### src/rtl/pmp_csr_programmer.sv
// -----------------------------------------------------------------------------
// pmp_csr_programmer
//
// Programs one PMP entry per accepted command by issuing two CSR writes into
// simple_csr_regfile: first the full pmpcfg word that holds the entry's cfg
// byte, then the entry's pmpaddr. A shadow copy of every cfg byte is kept so
// that a single-byte update can be turned into a full-word pmpcfg write.
//
// Optional feature macro: PMP_PROG_LOCK_CHECK_EN
//   defined   -> commands that hit a locked entry (own L bit, or the next
//                entry locked in TOR mode) are rejected with rsp_err_o=1.
//   undefined -> only an out-of-range index is rejected.
//
// Parameters:
//   NR_ENTRIES  number of shadowed PMP entries (4, 8, 12 or 16)
//   PMP_LEN     width of a pmpaddr value (at most 32)
//
// Ports:
//   clk_i, rst_i          clock, asynchronous active-high reset
//   req_valid_i/ready_o   command handshake; transfer when both high at clk rise
//   req_idx_i             entry index
//   req_cfg_i             new cfg byte {L, 2'b0, A[1:0], X, W, R}
//   req_addr_i            new pmpaddr value
//   csr_wdata_o/addr_o    CSR write data / address to the regfile (registered)
//   csr_op_o              8'd31 = write, 8'd0 = no operation (registered)
//   rsp_valid_o           one-cycle completion pulse
//   rsp_err_o             command rejected; valid only with rsp_valid_o
//   busy_o                FSM not idle
//   dbg_state_o           current FSM state (0 IDLE, 1 CFG, 2 ADDR, 3 RESP)
//
// Handshake: a command transfers on the rising clk edge where req_valid_i and
// req_ready_o are both high. req_ready_o is high only in IDLE; a source must
// hold its command (valid and payload stable) until that transfer happens.
// -----------------------------------------------------------------------------
module pmp_csr_programmer #(
  parameter int NR_ENTRIES = 16,
  parameter int PMP_LEN    = 32
) (
  input  logic               clk_i,
  input  logic               rst_i,
  input  logic               req_valid_i,
  output logic               req_ready_o,
  input  logic [3:0]         req_idx_i,
  input  logic [7:0]         req_cfg_i,
  input  logic [PMP_LEN-1:0] req_addr_i,
  output logic [31:0]        csr_wdata_o,
  output logic [11:0]        csr_addr_o,
  output logic [7:0]         csr_op_o,
  output logic               rsp_valid_o,
  output logic               rsp_err_o,
  output logic               busy_o,
  output logic [1:0]         dbg_state_o
);

  localparam logic [7:0] CSR_OP_WRITE = 8'd31;
  localparam logic [4:0] NR_ENTRIES_W = 5'(NR_ENTRIES);

  typedef enum logic [1:0] {
    S_IDLE = 2'd0,
    S_CFG  = 2'd1,
    S_ADDR = 2'd2,
    S_RESP = 2'd3
  } state_t;

  state_t             r_state;
  logic [3:0]         r_idx;
  logic [7:0]         r_cfg;
  logic [PMP_LEN-1:0] r_addr;
  // Sized for the largest legal configuration; entries at or above
  // NR_ENTRIES are never written because such commands are rejected.
  logic [7:0]         r_shadow [16];
  logic [31:0]        r_csr_wdata;
  logic [11:0]        r_csr_addr;
  logic [7:0]         r_csr_op;
  logic               r_rsp_valid;
  logic               r_rsp_err;

  logic               w_in_range;
  logic               w_reject;
  logic [31:0]        w_cfg_word;

  assign w_in_range = ({1'b0, req_idx_i} < NR_ENTRIES_W);

`ifdef PMP_PROG_LOCK_CHECK_EN
  logic [4:0] w_idx_p1;
  logic [3:0] w_nxt_idx;
  logic       w_own_lock;
  logic       w_tor_lock;

  assign w_idx_p1   = {1'b0, req_idx_i} + 5'd1;
  assign w_nxt_idx  = req_idx_i + 4'd1;
  assign w_own_lock = r_shadow[req_idx_i][7];
  // A locked TOR entry also freezes the pmpaddr of the entry below it, which
  // holds its lower bound. w_nxt_idx wraps for idx=15, but the range test
  // masks that case.
  assign w_tor_lock = (w_idx_p1 < NR_ENTRIES_W) && r_shadow[w_nxt_idx][7] &&
                      (r_shadow[w_nxt_idx][4:3] == 2'b01);
  assign w_reject   = !w_in_range || w_own_lock || w_tor_lock;
`else
  assign w_reject   = !w_in_range;
`endif

  // pmpcfg word for the requested entry: shadow bytes of its group of four,
  // with the addressed byte replaced by the incoming cfg byte.
  always_comb begin
    w_cfg_word = '0;
    for (int b = 0; b < 4; b++) begin
      if (2'(b) == req_idx_i[1:0]) begin
        w_cfg_word[8*b +: 8] = req_cfg_i;
      end else begin
        w_cfg_word[8*b +: 8] = r_shadow[{req_idx_i[3:2], 2'(b)}];
      end
    end
  end

  always_ff @(posedge clk_i or posedge rst_i) begin
    if (rst_i) begin
      r_state     <= S_IDLE;
      r_idx       <= '0;
      r_cfg       <= '0;
      r_addr      <= '0;
      r_csr_wdata <= '0;
      r_csr_addr  <= '0;
      r_csr_op    <= '0;
      r_rsp_valid <= 1'b0;
      r_rsp_err   <= 1'b0;
      for (int i = 0; i < 16; i++) begin
        r_shadow[i] <= '0;
      end
    end else begin
      case (r_state)
        S_IDLE: begin
          r_rsp_valid <= 1'b0;
          r_rsp_err   <= 1'b0;
          if (req_valid_i) begin
            r_idx  <= req_idx_i;
            r_cfg  <= req_cfg_i;
            r_addr <= req_addr_i;
            if (w_reject) begin
              // Rejected: no CSR traffic, straight to the response.
              r_state     <= S_RESP;
              r_rsp_valid <= 1'b1;
              r_rsp_err   <= 1'b1;
            end else begin
              r_state     <= S_CFG;
              r_csr_addr  <= {8'h3A, 2'b00, req_idx_i[3:2]};
              r_csr_wdata <= w_cfg_word;
              r_csr_op    <= CSR_OP_WRITE;
            end
          end
        end
        S_CFG: begin
          // The regfile takes the cfg word at this edge; commit the shadow.
          r_shadow[r_idx] <= r_cfg;
          r_state         <= S_ADDR;
          r_csr_addr      <= {8'h3B, r_idx};
          r_csr_wdata     <= 32'(r_addr);
          r_csr_op        <= CSR_OP_WRITE;
        end
        S_ADDR: begin
          r_state     <= S_RESP;
          r_csr_addr  <= '0;
          r_csr_wdata <= '0;
          r_csr_op    <= '0;
          r_rsp_valid <= 1'b1;
          r_rsp_err   <= 1'b0;
        end
        S_RESP: begin
          r_state     <= S_IDLE;
          r_rsp_valid <= 1'b0;
          r_rsp_err   <= 1'b0;
        end
        default: begin
          r_state <= S_IDLE;
        end
      endcase
    end
  end

  assign req_ready_o = (r_state == S_IDLE);
  assign busy_o      = (r_state != S_IDLE);
  assign dbg_state_o = r_state;
  assign csr_wdata_o = r_csr_wdata;
  assign csr_addr_o  = r_csr_addr;
  assign csr_op_o    = r_csr_op;
  assign rsp_valid_o = r_rsp_valid;
  assign rsp_err_o   = r_rsp_err;

endmodule
### config.mk
export PLATFORM = sky130hd
export DESIGN_NAME = pmp_csr_programmer
export DESIGN_NICKNAME = d
export VERILOG_FILES = /design/src/rtl/pmp_csr_programmer.sv
export SDC_FILE = /design/constraint.sdc
export NUM_CORES = 1
export LEC_CHECK = 0
export ABC_CLOCK_PERIOD_IN_PS = 20600
export BUFFER_PORTS_ARGS = -buffer_cell sky130_fd_sc_hd__buf_2
export CAP_MARGIN = 30
export CORE_MARGIN = 2
export CORE_UTILIZATION = 41
export DETAILED_ROUTE_END_ITERATION = 8
export MAX_ROUTING_LAYER = met4
export PLACE_DENSITY = 0.67
export SYNTH_ARGS = -nofsm -noshare
export SYNTH_HDL_FRONTEND = slang
export SYNTH_SLANG_ARGS = --single-unit
### constraint.sdc
create_clock -name clk_i -period 20.6 [get_ports clk_i]
set_input_delay 3.09 -clock clk_i [delete_from_list [all_inputs] [get_ports clk_i]]
set_output_delay 3.09 -clock clk_i [all_outputs]
set_load 0.005 [all_outputs]
# Word-level counts from Yosys, hierarchy flattened
# Cells that the tools add are included.
[word_totals]
out_inout_bits = 58
reg_bits = 227
[classes]
n_lt_le_gt_ge = 6
n_mux = 28
bitwise = 5
reduce_logical = 9
n_eq_ne = 7
[ops]
columns = ["cell", "n"]
rows = [
  ["$bmux 8 s4", 4],
  ["$bwmux 128", 1],
  ["$mux 8", 14],
  ["$pmux 32 s3", 1],
  ["$pmux 12 s3", 1],
  ["$demux 8 s4", 1],
  ["$mux 32", 1],
  ["$ge 5x5->1 const B", 5],
  ["$not 4->5", 5],
  ["$pmux 8 s3", 1],
  ["$mux 12", 1],
  ["$pmux 2 s4", 1],
  ["$lt 5x1->1 const B", 1],
  ["$eq 2x2->1 const A", 2],
  ["$eq 2x2->1 const B", 2],
  ["$logic_not 2->1", 2],
  ["$reduce_and 2->1", 2],
  ["$reduce_bool 2->1", 2],
  ["$reduce_bool 3->1", 1],
  ["$eq 1x2->1 const A", 1],
  ["$eq 2x1->1 const B", 1],
  ["$mux 2", 1],
  ["$ne 2x2->1 const B", 1],
  ["$pmux 1 s2", 1],
  ["2 further kinds", 2],
]

# Depth between registers and ports, before layout
[depth]
ltp_word = 7
ltp_mapped = 8

# Worst setup path after synthesis
# Ideal clock, no wire load.
[synth_path]
kind = "in2reg"
from = "in req_idx_i[3]"
to = "reg r_csr_wdata[31], in the netlist csr_wdata_o[31]"
path_buffers = 3
cell_stages = 6
t_arrival_ns = 4.067
required_time_ns = 20.462
path_slack_ns = 16.395
cell_sequence = "buf_4 -> buf_6 -> buf_4 -> mux2_2 -> nand2_1 -> a31oi_1"
[synth_via]
elab_chain_len = 7
[synth_lines]
columns = ["item", "line_no", "rtl"]
rows = [
  ["from (decl)", "43", "input logic [3:0] req_idx_i,"],
  ["$not 4->5 (not written as such)", "111", "w_cfg_word[8*b +: 8] = r_shadow[{req_idx_i[3:2], 2'(b)}];"],
  ["$bmux 8 s4", "111", ""],
  ["$mux 8 (not written as such) (2 in series)", "111", ""],
  ["$mux 8", "108", "if (2'(b) == req_idx_i[1:0]) begin"],
  ["$mux 32", "135", "if (req_valid_i) begin"],
  ["$pmux 32 s3", "131", "case (r_state)"],
  ["to (signal assigned)", "147", "r_csr_wdata <= w_cfg_word;"],
  ["to (signal assigned)", "157", "r_csr_wdata <= 32'(r_addr);"],
  ["to (decl)", "72", "logic [31:0] r_csr_wdata;"],
]
# Every way passes these cells. The select of a mux whose other input is x is not followed.
# A chain may end at the register's enable or synchronous reset.

# Worst setup path after layout
[layout_path]
from = "reg r_state[0], in the netlist dbg_state_o[0]"
to = "out busy_o"
[layout_via]
elab_chain_len = 1
[layout_lines]
columns = ["item", "line_no", "rtl"]
rows = [
  ["from (decl)", "65", "state_t r_state;"],
  ["from (signal assigned)", "118", "r_state <= S_IDLE;"],
  ["from (signal assigned)", "141", "r_state <= S_RESP;"],
  ["from (signal assigned)", "145", "r_state <= S_CFG;"],
  ["$reduce_bool 2->1", "181", "assign busy_o = (r_state != S_IDLE);"],
  ["to (decl)", "51", "output logic busy_o,"],
]
# Every way passes these cells.

==> summary.txt <==
Synthesis
  – Synth area leaders: dfrtp_1 54%, mux2_2 23%, mux2i_1 3.2%
  – Main synth FF type: dfrtp_1
  – Synth Instances: between 700 and 800
  – Avg Synthesized Cell Area: 12.7 um^2
  – Mapped Area: approximately 10000 um^2
  – Asr flop ratio synth: between 90% and 100%
  – Sequential area share after synthesis: around 54%
  – Synth top area share: 53.5%
  – Yosys warning count: 0
  – Most common library cells after synthesis: 213 x dfrtp_1, 205 x mux2_2, 75 x nand2_1
  – Post-synthesis cell type count: 32
  – Top-count cell post-synth: dfrtp_1
  – Post-synth EDFFs: 0
  – Flops & latches, synth: around 210
  – Leading area contributor after synthesis: dfrtp_1

Die
  – Die width: 160 um
  – Placeable Area: about 24000 um^2
  – # IOs: 105
  – Starting Density: roughly two fifths
  – Chip height: 160 um
  – Core Rows: between 50 and 60
  – Die ar.: 25600 um^2

Worst setup path
  – Critical Path End Type: output pin
  – Critical path's slowest cell: dfrtp_1
  – Crit path cell chain: inv_1 -> ha_1 -> inv_1 -> buf_2
  – Crit path DAT: ~1.5 ns
  – Crit Path Class: reg -> out
  – WP data required: approximately 18 ns
  – Crit-path most repeated cell: inv_1
  – Worst Path Buf+Inv: 3
  – Startpoint Class: flop
  – Crit-path max FO: 5
  – CP peak stage delay: roughly 0.43 ns
  – Top delay family on crit path: flip-flops

Timing
  – Max Slew Vio Count: 0
  – Final setup fails: 0
  – Worst clock skew: between 0.015 and 0.02 ns
  – Tightest Pin Transition: ~0.9 ns
  – Min Clock Period, post-route: ~4.6 ns
  – Final worst-path cycle share: between 20% and 30%
  – Final Hold Slack: about 0.47 ns
  – Rel. slew slack: around two fifths
  – Fin Setup TNS: 0 ns
  – Peak Freq: 0.217 GHz
  – Final hold violation count: 0
  – Unrepaired setup endpoints after global routing: false

Detailed routing
  – DRC viols: 0
  – Final ANT Viol Nets: 0
  – Drt pass-1 iters: 4
  – WL/cell: around 20 um
  – Via Count: around 6400
  – Wirelength, routed: approximately 23 mm
  – Initial DRC Count: about 330
  – Number of vias per cell: 5.41

GRT
  – Total grt overflow: 0
  – Met3 usage: 1.82%
  – Met2 Resource Use GR: a little under a third
  – Global Route met1 Usage: a little over a quarter
  – Largest net degree at the start of global routing: roughly 150
  – GR Util All Layers: a little under a fifth
  – Initial antenna violation count: 0
  – Vias in the first global route: between 6000 and 7000
  – First-pass GRT wire length: between 30 and 40 mm
  – Global route hottest layer: met2

Clocking
  – Max H-tree Level: 1
  – CTS tree: built
  – Clk sinks: about 210
  – Post-cts gate resize count: 0
  – Clock Tree Root: clkbuf_16
  – Max Root-Sink Buffers: 3
  – CTS Buf Count: 22
  – Worst-path clk slew: 0.06 ns
  – Clk_lat worst skew: 0.51 ns
  – Quantity of hold-fixing buffers added after cts: 0
  – Postcts setup bufs: 0

Pwr
  – Clock group share of total power: around a quarter
  – Pleak: 0.00525 uW
  – Sw Share: ~34%
  – Sequential Power Share: 42.8%
  – Gate power share: 33.7%
  – Internal power: about 1200 uW
  – Sw power: roughly 590 uW
  – Pwr dens: around 150 nW/um^2
  – Max rail drop VDD: about 0.000088 V

Cells and area
  – Nets@finish: approximately 900
  – Ant. Diodes: 0
  – Share of cells above drive strength 1: approximately 42%
  – Area grow syn2layout: 14.4%

Run
  – Max-cap violations: 0

Placed design
  – Placer's final routability congestion estimate: ~0.77
  – IO Port Bufs: just under 100
  – DP Wirelength: around 15 mm

Worst hold path
  – Hold Path Class: reg -> reg

Run status
  – Status: complete, no violations
cell usage in the layout (no fill, tap or decap), drive strengths merged:
cell	n
a211oi	16
clkinv	4
buf	107
a2bb2oi	16
or2b	1
o2bb2ai	16
nand2b	6
and2	2
nand2	75
ha	7
mux2i	32
clkbuf	30
mux2	206
a31oi	34
nor3b	1
nor2	12
dfrtp	213
nand3b	2
nand3	19
conb	7
o21ai	5
o22a	16
nor2b	8
inv	4
a21oi	1
nor3	1
or2	3
or3	18
bufinv	3
sequential cells by signal, summed over array words and instances, names as in the netlist:
register	count
r_cfg	8
r_addr	32
csr_wdata_o	32
dbg_state_o	2
csr_addr_o	6
rsp_valid_o	1
r_shadow	128
r_idx	4
logic make-up after synthesis:
logic type      share of synthesized area [%]
mux                                      26.5
flops                                    53.5
simple gates                             7.21
compound gates                           7.86
buf+inv                                  3.96
fa+ha+maj                               0.879
other cells                            0.0376
worst reg2reg max path, stage by stage, from the launching register on:
cell,delay [ns]
dfrtp_1,0.42
inv_1,0.14
ha_1,0.30
buf_4,0.42
and2_1,0.64
buf_4,0.35
nand2_1,0.08
nand2_1,0.12
o22a_1,0.15
power by group through the flow:
| stage | sequential, uW | combinational (uW) | clock [uW] |
|---|---|---|---|
| 2_1_floorplan | 692 | 467 | 0 |
| 3_3_place_gp | 751 | 576 | 0 |
| 3_5_place_dp | 757 | 591 | 0 |
| 4_1_cts | 751 | 595 | 420 |
| 5_1_grt | 776 | 651 | 441 |
| 6_report | 751 | 591 | 414 |
stage by stage:
stage | power (uW) | util (%) | instance area [um^2] | cells | worst slack, ns
2_1_floorplan | 1160 | - | 9980 | 792 | 11.69
3_3_place_gp | 1330 | 43.8 | 10600 | 1148 | 15.61
3_5_place_dp | 1350 | 44.0 | 10600 | 1151 | 15.72
4_1_cts | 1770 | 47.1 | 11400 | 1188 | 16.00
5_1_grt | 1870 | 47.3 | 11400 | 1189 | 15.92
6_report | 1760 | 47.3 | 11400 | 1189 | 16.00
final timing paths:
path / from / end / slack (ns) / depth (start not counted)
worst max-delay path: dbg_state_o[0]$_DFFE_PP0P_ / busy_o / 16.00 / 4
worst min-delay path: csr_addr_o[4]$_DFFE_PP0P_ / csr_addr_o[4]$_DFFE_PP0P_ / 0.47 / 2
worst max register to register: dbg_state_o[0]$_DFFE_PP0P_ / csr_wdata_o[14]$_DFFE_PP0P_ / 17.92 / 8
worst min register to register: csr_addr_o[4]$_DFFE_PP0P_ / csr_addr_o[4]$_DFFE_PP0P_ / 0.47 / 2
max in group asynchronous: rst_i / r_shadow[76]$_DFFE_PP0P_ / 17.08 / 3
min in group asynchronous: rst_i / r_shadow[1]$_DFFE_PP0P_ / 2.48 / 2
per-layer routing:
metal,part of all wire [%],up-vias
li1,-,2953
met4,2.0,0
met2,47,151
met1,46,3298
met5,0,-
met3,4.2,31
layout make-up:
class	instances	area, um^2
Multi-Input combinational cell	504	4270
Sequential cell	213	5330
Timing Repair Buffer	107	613
Clock inverter	7	110
Inverter	4	22.5
Tap cell	324	405
Clock buffer	30	642
Fill cell	2181	12700
Note: power is estimated with default switching activity, not from simulation.
